--- config.mk ---
export PLATFORM = sky130hd
export DESIGN_NAME = multi_lane_pipe_reg
export DESIGN_NICKNAME = d
export VERILOG_FILES = /design/src/rtl/multi_lane_pipe_reg.sv
export SDC_FILE = /design/constraint.sdc
export NUM_CORES = 1
export LEC_CHECK = 0
export CORE_UTILIZATION = 50
export DETAILED_ROUTE_END_ITERATION = 6
export GPL_TIMING_DRIVEN = 0
export HOLD_SLACK_MARGIN = 0.08
export PLACE_DENSITY = 0.79
export SETUP_SLACK_MARGIN = 0.05
export SLEW_MARGIN = 5
export SYNTH_ARGS = -nofsm -noshare
export SYNTH_HDL_FRONTEND = slang
export SYNTH_SLANG_ARGS = --single-unit
export TNS_END_PERCENT = 100
--- constraint.sdc ---
create_clock -name CLK -period 3 [get_ports CLK]
set_input_delay 0.45 -clock CLK [delete_from_list [all_inputs] [get_ports CLK]]
set_output_delay 0.45 -clock CLK [all_outputs]
set_load 0.1 [all_outputs]
--- src/rtl/multi_lane_pipe_reg.sv ---
// ---------------------------------------------------------------------------
// multi_lane_pipe_reg
//
// Inter-stage pipeline register for the multi-issue core. It carries LANES
// instruction slots per bundle (signal word, data word, lane-valid bit)
// through a two-entry skid buffer (head + skid).
//
// Handshake: a bundle moves upstream->stage on an edge where
// in_valid && in_ready, and stage->downstream on an edge where
// out_valid && out_ready. A valid is never withdrawn by this stage while it
// waits for ready, and in_ready is registered (it equals "skid empty").
//
// Ports:
//   CLK, RST_N             clock (rising edge), async active-low reset
//   in_valid / in_ready    upstream handshake
//   in_lane_valid/sig/data incoming bundle, lane i at [i*W +: W]
//   out_valid / out_ready  downstream handshake
//   out_lane_valid/sig/data head bundle after kill masking; invalid lanes
//                          read 0 in out_sig, out_data is not lane-masked
//   flush                  clears both entries at the edge (wins over all)
//   kill_en, kill_lane     squash head lanes younger than kill_lane
//   out_wmask              one-hot OR of head destination registers ($zero
//                          excluded), used for ID-stage hazard clearing
// ---------------------------------------------------------------------------
module multi_lane_pipe_reg #(
    parameter int LANES     = 2,
    parameter int SIG_W     = 32,
    parameter int DATA_W    = 32,
    parameter int WE_BIT    = 17,
    parameter int WADDR_LSB = 12,
    parameter int WADDR_W   = 5,
    localparam int REG_N    = 2 ** WADDR_W,
    localparam int KL_W     = (LANES > 1) ? $clog2(LANES) : 1
) (
    input  logic                    CLK,
    input  logic                    RST_N,
    input  logic                    in_valid,
    output logic                    in_ready,
    input  logic [LANES-1:0]        in_lane_valid,
    input  logic [LANES*SIG_W-1:0]  in_sig,
    input  logic [LANES*DATA_W-1:0] in_data,
    output logic                    out_valid,
    input  logic                    out_ready,
    output logic [LANES-1:0]        out_lane_valid,
    output logic [LANES*SIG_W-1:0]  out_sig,
    output logic [LANES*DATA_W-1:0] out_data,
    input  logic                    flush,
    input  logic                    kill_en,
    input  logic [KL_W-1:0]         kill_lane,
    output logic [REG_N-1:0]        out_wmask
);

    // Entry storage
    logic                    head_occ,  skid_occ;
    logic [LANES-1:0]        head_lv,   skid_lv;
    logic [LANES*SIG_W-1:0]  head_sig,  skid_sig;
    logic [LANES*DATA_W-1:0] head_data, skid_data;
    logic                    in_ready_q;

    // Next-state values
    logic                    head_occ_n,  skid_occ_n;
    logic [LANES-1:0]        head_lv_n,   skid_lv_n;
    logic [LANES*SIG_W-1:0]  head_sig_n,  skid_sig_n;
    logic [LANES*DATA_W-1:0] head_data_n, skid_data_n;
    logic                    in_ready_n;

    logic             accept;
    logic             drain;
    logic [LANES-1:0] kill_keep;
    logic [LANES-1:0] head_lv_k;

    assign accept = in_valid && in_ready_q;
    assign drain  = head_occ && out_ready;

    // Lanes strictly younger than kill_lane are squashed; a kill_lane at or
    // beyond the last lane therefore keeps everything.
    always_comb begin
        kill_keep = '1;
        for (int i = 0; i < LANES; i++) begin
            if (kill_en && (i > int'(kill_lane))) begin
                kill_keep[i] = 1'b0;
            end
        end
    end

    assign head_lv_k = head_lv & kill_keep;

    // Next-state logic
    always_comb begin
        head_occ_n  = head_occ;
        head_lv_n   = head_lv;
        head_sig_n  = head_sig;
        head_data_n = head_data;
        skid_occ_n  = skid_occ;
        skid_lv_n   = skid_lv;
        skid_sig_n  = skid_sig;
        skid_data_n = skid_data;

        if (flush) begin
            // The bundle accepted in this cycle is dropped as well.
            head_occ_n = 1'b0;
            skid_occ_n = 1'b0;
        end else if (!head_occ) begin
            // Skid is never occupied while the head is empty.
            if (accept) begin
                head_occ_n  = 1'b1;
                head_lv_n   = in_lane_valid;
                head_sig_n  = in_sig;
                head_data_n = in_data;
            end
        end else if (drain) begin
            if (skid_occ) begin
                head_lv_n   = skid_lv;
                head_sig_n  = skid_sig;
                head_data_n = skid_data;
                if (accept) begin
                    skid_lv_n   = in_lane_valid;
                    skid_sig_n  = in_sig;
                    skid_data_n = in_data;
                end else begin
                    skid_occ_n = 1'b0;
                end
            end else if (accept) begin
                head_lv_n   = in_lane_valid;
                head_sig_n  = in_sig;
                head_data_n = in_data;
            end else begin
                head_occ_n = 1'b0;
            end
        end else begin
            // Head is stalled: make the kill stick so it survives kill_en
            // dropping before the head finally drains.
            head_lv_n = head_lv_k;
            if (accept) begin
                skid_occ_n  = 1'b1;
                skid_lv_n   = in_lane_valid;
                skid_sig_n  = in_sig;
                skid_data_n = in_data;
            end
        end

        in_ready_n = !skid_occ_n;
    end

    // State register
    always_ff @(posedge CLK or negedge RST_N) begin
        if (!RST_N) begin
            head_occ   <= 1'b0;
            head_lv    <= '0;
            head_sig   <= '0;
            head_data  <= '0;
            skid_occ   <= 1'b0;
            skid_lv    <= '0;
            skid_sig   <= '0;
            skid_data  <= '0;
            in_ready_q <= 1'b1;
        end else begin
            head_occ   <= head_occ_n;
            head_lv    <= head_lv_n;
            head_sig   <= head_sig_n;
            head_data  <= head_data_n;
            skid_occ   <= skid_occ_n;
            skid_lv    <= skid_lv_n;
            skid_sig   <= skid_sig_n;
            skid_data  <= skid_data_n;
            in_ready_q <= in_ready_n;
        end
    end

    // Output logic
    assign in_ready  = in_ready_q;
    assign out_valid = head_occ;

    always_comb begin
        out_lane_valid = head_occ ? head_lv_k : '0;
        out_data       = head_occ ? head_data : '0;
        out_sig        = '0;
        for (int i = 0; i < LANES; i++) begin
            if (out_lane_valid[i]) begin
                out_sig[i*SIG_W +: SIG_W] = head_sig[i*SIG_W +: SIG_W];
            end
        end
    end

    always_comb begin
        logic [SIG_W-1:0]   lane_sig;
        logic [WADDR_W-1:0] lane_waddr;
        out_wmask  = '0;
        lane_sig   = '0;
        lane_waddr = '0;
        for (int i = 0; i < LANES; i++) begin
            lane_sig   = out_sig[i*SIG_W +: SIG_W];
            lane_waddr = lane_sig[WADDR_LSB +: WADDR_W];
            if (out_lane_valid[i] && lane_sig[WE_BIT]) begin
                out_wmask[lane_waddr] = 1'b1;
            end
        end
        // Register 0 is hard-wired zero and never a hazard.
        out_wmask[0] = 1'b0;
    end

endmodule
==> summary.md <==
| Metric | Value |
|---|---|
| Synth async-reset ratio | 100% |
| Number of global-route vias before repair | 10000 |
| CTS Buffer Depth | 3 |
| Later-pin clock latency in the skew report | 0.53 ns |
| Vias after detailed routing | 9791 |
| Synth top area share | 55.6% |
| GRT Util Overall | 29.8% |
| Ys Warns | 0 |
| Pre-CTS WS | -0.828 ns |
| Clock root cell | clkbuf_16 |
| GR Overflow Total | 0 |
| Vias per cell | 5.96 |
| Global-route wire length before repair | 56200 µm |
| Iteration-0 DRC Markers | 511 |
| Rows | 55 |
| Post-synthesis register bit count | 263 |
| Routability cong. | 1.00 |
| Hold Vio Cnt, Final | 0 |
| # clock sinks | 263 |
| Slew Limit Fails | 0 |
| Wirelength per Cell | 21.8 µm |
| Initial core utilization | 51.5% |
| Syn Nets | 1111 |
| Synth cell types | 31 |
| Main synth FF type | dfrtp_1 |
| Die Area | 0.0242 mm² |
| Worst slew margin | 31.8% |
| EDFF count, synth | 0 |
| Core area | 0.0229 mm² |
| Remaining antenna violation count | 0 |
| CTS tree | done |
| Worst path most repeated cell | buf_4 |
| Layout cells sized above 1 | 32.3% |
| Status | finished, final reports clean |
| Synth Instances | 974 |
| Most common cell in the netlist | dfrtp_1 |
| Mapped Avg Cell Area | 12.1 µm² |
| Min-Delay Path Class | primary input to asynchronous set/reset pin |
| Nets | 1443 |
| Crit Path Max Fanout | 8 |
| Area delta synth->final | 39.0% |
| Worst setup margin | 0.115 ns |
| Max stage delay on crit path | 0.50 ns |
| Final Power | 11.9 mW |
| Final setup fails | 0 |
| Post-layout minimum cycle time | 2.88 ns |
| Synthesized area | 0.0118 mm² |
| Dominant cells by area after synthesis | dfrtp_1 56%, mux2_2 12%, a2bb2oi_1 9.5% |
| Fin Setup TNS | 0 ns |
| Clock buffer count from CTS | 28 |
| Path depth of the worst reg2reg path | 5 |
| IO Pins | 301 |
| Reg2reg setup slack | 1.03 ns |
| Yosys top cell by area | dfrtp_1 |
| Sequential area share after synthesis | 55.8% |
| Worst Path Required | 2.55 ns |
| Critical path's top delay family | buffers and inverters |
| Port buffer count | 299 |
| Worst path cell trace | o211ai_1 > buf_4 > or3_1 > o22ai_2 > buf_4 |
| Die height | 156 µm |
| Critical path class | flop to output pin |
| Routed WL | 35900 µm |
| Max-cap violations | 0 |
| Pwr Density | 726 mW/mm² |
| Htree depth | 1 |
| DRC errors left | 0 |
| Fmax | 347 MHz |
| Crit. End Element | output pin |
| Worst Tran Pin Value | 1.02 ns |
| Maximum vdd drop | 0.000512 V |
| Setup crit start kind | flop |
| Die X-Extent | 156 µm |
| Initial antenna violation count | 2 |
| Clock skew | 0.00674 ns |
| Bufs and invs on worst path | 2 |
| Worst R2R End | head_sig[4] |
| Post-synth top cells | 262 x dfrtp_1, 160 x o22ai_1, 128 x a2bb2oi_1, 121 x mux2_2, 99 x and2_1 |
| Pre-antenna DRT Iters | 7 |
| Largest net degree at the start of global routing | 117 |
| CP max stage cell | or3_1 |
| LEAKAGE | 6.96 nW |
| RSZ-0062 raised after global routing | true |
| Post-DP HPWL | 24600 µm |
| Period utilization | 96.2% |
| Reg2reg start | out_valid |
| Clock-pin slew on the worst setup and hold paths | 0.06 ns |
| Critical path arrival | 2.43 ns |
## layer usage
metal	up-vias	GRT usage [%]	share of wire, %	wire [µm]
li1	4366	-	-	-
met1	4939	39.1	41	14700
met2	406	48.1	48	17200
met3	78	6.94	7.4	2640
met4	2	11.7	3.7	1330
met5	-	0	0.036	13
## cells in the final DEF (no fill, tap or decap), types with 3 or more instances in the layout
cell type / n
inv_1: 9
o22ai_4: 28
nand3b_1: 6
and3_1: 31
a21oi_1: 3
o22ai_1: 129
o22ai_2: 3
clkdlybuf4s18_2: 9
a2bb2oi_1: 128
mux2_2: 121
clkinv_2: 6
nand2_1: 11
clkbuf_8: 3
dlygate4sd2_1: 3
or3_4: 3
nand3_4: 3
clkbuf_1: 36
buf_6: 3
buf_4: 84
bufinv_16: 3
clkbuf_16: 29
nand3_1: 4
mux2_1: 9
clkdlybuf4s15_2: 28
nand2b_1: 6
clkdlybuf4s50_1: 137
clkbuf_2: 6
buf_2: 48
dfrtp_1: 261
and2_1: 98
clkbuf_4: 36
buf_1: 9
nor2_1: 4
or3_1: 3
## metrics by stage
stage	hold WS [ns]	utilization, %	instance area, µm²	std cells
2_1_floorplan	0.154	-	12200	974
3_3_place_gp	0.467	68.1	15600	1586
3_5_place_dp	0.365	68.4	15700	1588
4_1_cts	0.398	71.2	16300	1639
5_1_grt	0.428	71.6	16400	1641
6_report	0.411	71.6	16400	1642
## final cells by class
cell class                 instances  area, µm²
buffer                            92        453
tap                              313        392
inverter                          10       41.3
timing repair buffer             303       2780
clock inverter                    10        128
fill                            1631       6520
multi-input combinational        608       5210
sequential                       263       6580
antenna                            2       5.00
clock buffer                      41        801
## worst max path at each step
stage                     slack (ns)         start  cells after the start             to
after floorplan                -0.18     out_valid                      4  out_wmask[14]
after global placement        -10.73         RST_N                      1      out_valid
after detailed placement       -0.83       kill_en                      8  out_wmask[18]
after CTS                      0.006  head_sig[49]                      5  out_wmask[18]
after global routing            0.03     out_valid                      5   out_data[10]
final                           0.12     out_valid                      5  out_wmask[14]
## timing repair
item	4_1_cts	5_1_grt
resized for setup	778	77
endpoints found under the setup margin	160	108
hold endpoints to repair	40	0
pin swaps	0	1
gates cloned	0	0
buffers inserted	0	1
hold buffers	1	0
## flip-flops by register name (all words and copies together), names as in the netlist
register,cells
skid_lv,2
skid_data,64
out_valid,1
skid_sig,64
head_sig,64
head_data,64
in_ready,1
skid_occ,1
head_lv,2
## where the power goes
group          internal, mW  total [mW]  switching (mW)
sequential             4.47        5.01           0.536
clock                  2.10        3.49            1.39
combinational          1.29        3.41            2.12
total                  7.87        11.9            4.05
## cells by family after synthesis
family          Yosys count  share of synthesized area [%]
flops                   263                           55.8
mux                     130                           12.4
buf+inv                 103                           4.07
compound gates          298                           18.6
other cells               1                         0.0318
simple gates            179                           9.15
No activity file was read; power rests on OpenSTA's default activity.
